### src/rtl/pipeline_arith_pkg.sv
// pipeline_arith_pkg: shared constants, slice-width helper and handshake typedef for the pipelined arithmetic family
package pipeline_arith_pkg;
    localparam int BLK_W = 4;

    function automatic int calc_sw(input int width, input int stages);
        return width / stages;
    endfunction

    typedef struct packed {
        logic valid;
        logic ready;
    } vr_stage_t;
endpackage

### src/rtl/sub_block4.sv
// sub_block4: combinational 4-bit borrow block, d4 = a4 - b4 - bi computed as a4 + ~b4 + ~bi
module sub_block4
    import pipeline_arith_pkg::*;
(
    input  logic [BLK_W-1:0] a4,
    input  logic [BLK_W-1:0] b4,
    input  logic             bi,
    output logic [BLK_W-1:0] d4,
    output logic             bo
);
    logic [BLK_W:0] s;

    assign s  = {1'b0, a4} + {1'b0, ~b4} + {{BLK_W{1'b0}}, ~bi};
    assign d4 = s[BLK_W-1:0];
    assign bo = ~s[BLK_W];
endmodule

### src/rtl/pipeline_borrow_subtractor.sv
// pipeline_borrow_subtractor: STAGES-deep pipelined a - b - bin with borrow rippling one slice per cycle; SUB_OVF_EN adds the ovf port
module pipeline_borrow_subtractor
    import pipeline_arith_pkg::*;
#(
    parameter int WIDTH  = 64,
    parameter int STAGES = 4
) (
    input  logic             clk,
    input  logic             rst,
    input  logic             in_valid,
    output logic             in_ready,
    input  logic [WIDTH-1:0] a,
    input  logic [WIDTH-1:0] b,
    input  logic             bin,
    output logic             out_valid,
    input  logic             out_ready,
    output logic [WIDTH-1:0] diff,
    output logic             bout
`ifdef SUB_OVF_EN
   ,output logic             ovf
`endif
);
    localparam int SW = calc_sw(WIDTH, STAGES);
    localparam int NB = SW / BLK_W;
    localparam int L  = STAGES - 1;

    logic [WIDTH-1:0] a_i [STAGES], b_i [STAGES], d_i [STAGES];
    logic [WIDTH-1:0] a_d [STAGES], b_d [STAGES], d_d [STAGES];
    logic [WIDTH-1:0] a_q [STAGES], b_q [STAGES], d_q [STAGES];
    logic [SW-1:0]    s_d [STAGES];
    logic             bo_s [STAGES];
    logic             br_i [STAGES], br_d [STAGES], br_q [STAGES];
    logic             v_i [STAGES], v_d [STAGES], v_q [STAGES];
    logic             en;
`ifdef SUB_OVF_EN
    logic             sa_i [STAGES], sb_i [STAGES], sa_q [STAGES], sb_q [STAGES];
`endif

    // stage inputs: stage 0 takes the offered beat, every later stage takes its predecessor's registers
    always_comb begin
        a_i[0]  = a;
        b_i[0]  = b;
        d_i[0]  = '0;
        br_i[0] = bin;
        v_i[0]  = in_valid;
`ifdef SUB_OVF_EN
        sa_i[0] = a[WIDTH-1];
        sb_i[0] = b[WIDTH-1];
`endif
        for (int k = 1; k < STAGES; k++) begin
            a_i[k]  = a_q[k-1];
            b_i[k]  = b_q[k-1];
            d_i[k]  = d_q[k-1];
            br_i[k] = br_q[k-1];
            v_i[k]  = v_q[k-1];
`ifdef SUB_OVF_EN
            sa_i[k] = sa_q[k-1];
            sb_i[k] = sb_q[k-1];
`endif
        end
    end

    genvar s, j;
    for (s = 0; s < STAGES; s++) begin : g_st
        logic [NB:0] c;
        assign c[0] = br_i[s];
        for (j = 0; j < NB; j++) begin : g_blk
            sub_block4 u_blk (
                .a4(a_i[s][s*SW + j*BLK_W +: BLK_W]),
                .b4(b_i[s][s*SW + j*BLK_W +: BLK_W]),
                .bi(c[j]),
                .d4(s_d[s][j*BLK_W +: BLK_W]),
                .bo(c[j+1])
            );
        end
        assign bo_s[s] = c[NB];
    end

    // next state: each stage resolves its own slice, drops the consumed operand slice and passes the rest on
    always_comb begin
        en = !v_q[L] || out_ready;
        for (int k = 0; k < STAGES; k++) begin
            a_d[k] = a_i[k];
            a_d[k][k*SW +: SW] = '0;
            b_d[k] = b_i[k];
            b_d[k][k*SW +: SW] = '0;
            d_d[k] = d_i[k];
            d_d[k][k*SW +: SW] = s_d[k];
            br_d[k] = bo_s[k];
            v_d[k] = v_i[k];
        end
    end

    // stage registers advance together when en, otherwise the whole pipe holds
    always_ff @(posedge clk or posedge rst) begin
        if (rst) begin
            for (int k = 0; k < STAGES; k++) begin
                a_q[k]  <= '0;
                b_q[k]  <= '0;
                d_q[k]  <= '0;
                br_q[k] <= 1'b0;
                v_q[k]  <= 1'b0;
`ifdef SUB_OVF_EN
                sa_q[k] <= 1'b0;
                sb_q[k] <= 1'b0;
`endif
            end
        end else if (en) begin
            for (int k = 0; k < STAGES; k++) begin
                a_q[k]  <= a_d[k];
                b_q[k]  <= b_d[k];
                d_q[k]  <= d_d[k];
                br_q[k] <= br_d[k];
                v_q[k]  <= v_d[k];
`ifdef SUB_OVF_EN
                sa_q[k] <= sa_i[k];
                sb_q[k] <= sb_i[k];
`endif
            end
        end
    end

    assign in_ready  = en;
    assign out_valid = v_q[L];
    assign diff      = d_q[L];
    assign bout      = br_q[L];
`ifdef SUB_OVF_EN
    assign ovf = (sa_q[L] != sb_q[L]) && (d_q[L][WIDTH-1] != sa_q[L]);
`endif
endmodule

### config.mk
export PLATFORM = sky130hd
export DESIGN_NAME = pipeline_borrow_subtractor
export DESIGN_NICKNAME = d
export VERILOG_FILES = /design/src/rtl/pipeline_arith_pkg.sv /design/src/rtl/sub_block4.sv /design/src/rtl/pipeline_borrow_subtractor.sv
export SDC_FILE = /design/constraint.sdc
export NUM_CORES = 1
export LEC_CHECK = 0
export ABC_AREA = 1
export BUFFER_PORTS_ARGS = -buffer_cell sky130_fd_sc_hd__buf_4
export CAP_MARGIN = 15
export CORE_MARGIN = 4
export CORE_UTILIZATION = 30
export CTS_CLUSTER_DIAMETER = 200
export DETAILED_ROUTE_END_ITERATION = 8
export HOLD_SLACK_MARGIN = 0.08
export SLEW_MARGIN = 20
export SYNTH_ARGS = -nofsm -noshare
export SYNTH_HDL_FRONTEND = slang
export SYNTH_SLANG_ARGS = --single-unit
### constraint.sdc
create_clock -name clk -period 33 [get_ports clk]
set_input_delay 1.65 -clock clk [delete_from_list [all_inputs] [get_ports clk]]
set_output_delay 1.65 -clock clk [all_outputs]
set_load 0.03 [all_outputs]
* Word level (Yosys, flattened, before mapping) *
Index checks and enable logic that the tools add are counted.

storage, ports and cells
  flip-flop bits (word level) = 360
  output and inout port bits = 67
  word-level logic and storage cells = 76

cells by class
  $add $sub $neg = 32
  bitwise gates (word level) = 24
  reduce and logical (&&, ||, !) cells = 2

operators by type and width
  kind                  count
  adder 4 x 4 -> 5 bit  16
  adder 5 x 1 -> 5 bit  16
  inverter 4 bit        16
  inverter 1 bit        8
  zero test 1 bit       1
  logical OR 1 bit      1

* Longest topological paths before layout *
  depth in word-level cells = 7
  mapped depth = 26
  mapped depth without buffers = 26

* Cells and area by module *
A second synthesis with hierarchy kept.

unflattened totals
  cells, all modules = 1932
  area total of the unflattened synthesis = 16754.8 um^2

by module, submodules not included
  module                                    times used  cells each  area each (um^2)
  pipeline_borrow_subtractor                1           1560        14252.4
  sub_block4 at g_st[0].g_blk[0].u_blk ...  12          22          151.4
  sub_block4 at g_st[1].g_blk[2].u_blk ...  4           27          171.4

* Least setup slack after synthesis *
OpenSTA, ideal clock, no wires.

  path type = input to register
  start point = input a[0]
  end point = register d_q, in the netlist d_d[141]
  library setup time = 121 ps
  arrival = 5637 ps
  slack = 27242 ps
  stages on the path = 23
  cell sequence = inv_1 -> fa_1 -> fa_1 -> inv_1 -> nand2_1 -> nand2_1 -> a21oi_1 -> fa_1 -> fa_1 -> or2_2 -> nand2_1 -> a21oi_1 -> fa_1 -> inv_1 -> fa_1 -> nand2_1 -> nand2_1 -> a21oi_1 -> fa_1 -> inv_1 -> fa_1 -> nand2_1 -> o21ai_1

RTL lines
  item                           RTL line                           source
  start, declared                pipeline_borrow_subtractor.sv:12   input logic [WIDTH-1:0] a,
  end signal, assigned by index  pipeline_borrow_subtractor.sv:112  d_q[k] <= d_d[k];
  end, declared                  pipeline_borrow_subtractor.sv:29   logic [WIDTH-1:0] a_q [STAGES], b_q [STAGES], d_q [STAGES];

==> flow_metrics.env <==
export IMPL_status="finished, final reports clean"
export IMPL_antenna_violating_nets_post_route=0
export IMPL_vdd_ir_drop_max_mv=0.06269
export IMPL_count_of_distinct_cell_types_in_the_synthesized_netlist=19
export IMPL_synthDominantCellAreaShare=0.5743
export IMPL_synth_avg_cell_area_um2=8.968
export IMPL_cts_repair_resize_count=0
export IMPL_grt_use_total=0.1197
export IMPL_gpl_final_weighted_congestion=0.8185
export IMPL_critical_path_max_fanout=2
export IMPL_met3WireLength_mm=1.322
export IMPL_dp_cells=2556
export IMPL_floorplan_die_width_um=236.7
export IMPL_syn_nets=1962
export IMPL_route_vias_total=11320
export IMPL_path_class="in2reg"
export IMPL_grt_antenna_before_repair=0
export IMPL_synth_top_cells_by_area="dfrtp_1, nand2_1, inv_1"
export IMPL_report_final_slew_viol_count=0
export IMPL_postSynthCellCount=1749
export IMPL_finish_cell_count_without_fillers=2634
export IMPL_die_height_um=236.7
export IMPL_hold_class="reg2reg"
export IMPL_worst_endpoint_arrival_ns=6.07
export IMPL_powerDensity_nw_per_um2=98.97
export IMPL_maxClockFrequency_mhz=176.1
export IMPL_grt_start_max_net_pins=252
export IMPL_critPathLaunchType="input port"
export IMPL_crit_family="adder cells"
export IMPL_cts_hold_buf=0
export IMPL_num_nets_final=2133
export IMPL_fin_crit_ns=5.679
export IMPL_place_hpwl_mm=22.06
export IMPL_clkSlewWorstSetupHoldPaths_ns=0.06
export IMPL_hold_violations=0
export IMPL_worst_path_most_repeated_cell="fa_1"
export IMPL_worstMarginPinSlew_ns=1.142
export IMPL_htree_num_levels=2
export IMPL_detail_route_vias_per_cell=4.297
export IMPL_core_area_um2=51510
export IMPL_drive_gt1_frac=0.1505
export IMPL_worst_clock_skew_ns=0.01381
export IMPL_tritoncts_num_buffers=42
export IMPL_grt_setup_unrepaired="false"
export IMPL_final_setup_tns_ns=0
export IMPL_finalSetupViolations=0
export IMPL_post_synth_most_frequent_cells="nand2_1, dfrtp_1, inv_1"
export IMPL_cp_required_ns=33.39
export IMPL_highest_signal_layer="met4"
export IMPL_worst_setup_path_end_kind="flip-flop"
export IMPL_timing_critical_path_cells="buf_4 -> inv_1 -> fa_1 -> fa_1 -> inv_1 -> nand2_1 -> nand2_1 -> a21oi_1 -> fa_1 -> fa_1 -> or2_2 -> nand2_1 -> a21oi_1 -> fa_1 -> inv_1 -> fa_1 -> nand2_1 -> nand2_1 -> a21oi_1 -> fa_1 -> inv_1 -> fa_1 -> nand2_1 -> o21ai_1"
export IMPL_port_buffers=199
export IMPL_cts_root_buf="clkbuf_16"
export IMPL_tritoncts="yes"
export IMPL_dieArea_um2=56010
export IMPL_synth_seq_cells=360
export IMPL_critical_path_slowest_cell="fa_1"
export IMPL_drt_pre_antenna_iters=7
export IMPL_post_synth_instance_area_um2=15690
export IMPL_vias_in_the_first_global_route=11450
export IMPL_p_leak_nw=9.967
export IMPL_std_cell_rows=83
export IMPL_numClockSinks=360
export IMPL_timing_critical_path_buf_inv=5
export IMPL_cts_max_path_buffers=3
export IMPL_worst_skew_pair_late_latency_ns=0.54
export IMPL_detailroute_wirelength_met2_mm=15.67
export IMPL_detail_route_wirelength_met1_mm=15.93
export IMPL_fin_worst_hold_slack_ns=0.4623
export IMPL_synthesis_yosys_warnings=0
export IMPL_drcViolationCount=0
export IMPL_synth_async_reset_ratio=1.000
export IMPL_synth_largest_area_cell="dfrtp_1"
export IMPL_route_detailed_wl_per_inst_um=12.77
export IMPL_wire_length_of_the_first_global_routing_pass_mm=56.84
export IMPL_synth_seq_area_share=0.5743
export IMPL_post_cts_setup_buffer_count=0
export IMPL_layout_worst_path_cycle_share=0.1721
export IMPL_drt_total_wl_mm=33.65
export IMPL_number_of_enable_flip_flop_cells_after_synthesis=0
export IMPL_floorplan_initialDensity=0.3045
export IMPL_worst_path_max_stage_delay_ns=0.47
export IMPL_max_cap_viol_count=0
export IMPL_globalRoute_totalOverflow=0
export IMPL_synth_most_common_cell="nand2_1"
export IMPL_max_slew_margin=0.2386
export IMPL_area_delta_synth_final_pct=22.06
export IMPL_most_instantiated_flip_flop_cell_in_the_synthesis_netlist="dfrtp_1"
export IMPL_drtIter0Drc=722
export IMPL_ioPinCount=200
export IMPL_post_layout_total_power_mw=1.895
[routing by layer]
metal | vias up | global-route usage
met5 | - | 0
met4 | 0 | 0.04140
met3 | 41 | 0.02143
met2 | 185 | 0.1913
met1 | 5341 | 0.1651
li1 | 5751 | -
[metrics by stage]
stage               area (um^2)  setup slack, ns  utilization
floorplan                 15690            21.36            -
global placement          17730            26.91       0.3441
detailed placement        17730            26.78       0.3441
CTS                       19140            27.38       0.3716
global route              19140            27.03       0.3716
finish                    19140            27.32       0.3717
[worst min-delay path, stage by stage (launching register included)]
cell	delay, ns
dfrtp_1	0.34
nand2_1	0.05
nand2_1	0.04
[placed cells by master (no fill, tap or decap), types with 3 or more instances in the layout]
cell type    n
or2_2       14
nand3_1     40
nand2_1    681
clkbuf_1     6
inv_1      207
o21ai_1    114
clkinv_2     8
o22ai_1      3
a21oi_1     21
clkbuf_8    12
inv_8        3
o21ai_0    117
fa_1        32
dfrtp_1    360
clkbuf_16   43
ha_1        48
nor2_1      28
buf_4      204
[area by class of cell]
type,count,area (um^2)
clock inverter,16,152.6
timing repair buffer,206,1572
inverter,209,799.5
tap,680,850.8
clock buffer,61,1264
antenna,1,2.502
fill,5234,32360
sequential,360,9009
multi-input combinational,1101,5495
[kinds of logic (layout without fill, tap and decap cells)]
group                      after synthesis  after routing  share of synthesized area
and+or+nand+nor                        764            764                     0.1887
buffers and inverters                  288            492                    0.07530
AOI/OAI and AO/OA                      257            257                    0.08248
DFF                                    360            360                     0.5743
other                                    0              1                          0
adders and majority gates               80             80                    0.07913
[flip-flops by register name, summed over array words and instances (netlist names)]
name       count
bout           1
out_valid      1
d_d           96
b_d           48
a_i           48
br_i           3
b_i           48
a_d           48
v_d            3
diff          64
[final timing paths]
check / startpoint / slack, ns / end / cells after the start
hold reg to reg: d_d[29] / 0.46 / diff[29] / 2
max in group asynchronous: rst / 30.20 / b_d[118] / 3
setup / recovery: a[0] / 27.32 / d_d[141] / 24
hold / removal: d_d[29] / 0.46 / diff[29] / 2
min in group asynchronous: rst / 1.24 / diff[25] / 2
setup reg to reg: a_i[48] / 27.97 / diff[61] / 22
[power breakdown]
group / internal [mW] / leakage [nW] / total, mW / switching, mW
logic: 0.258 / 4.92 / 0.699 / 0.441
registers: 0.634 / 4.35 / 0.730 / 0.0959
clock network: 0.283 / 0.702 / 0.465 / 0.182
Power figures use the tool's default switching activity.
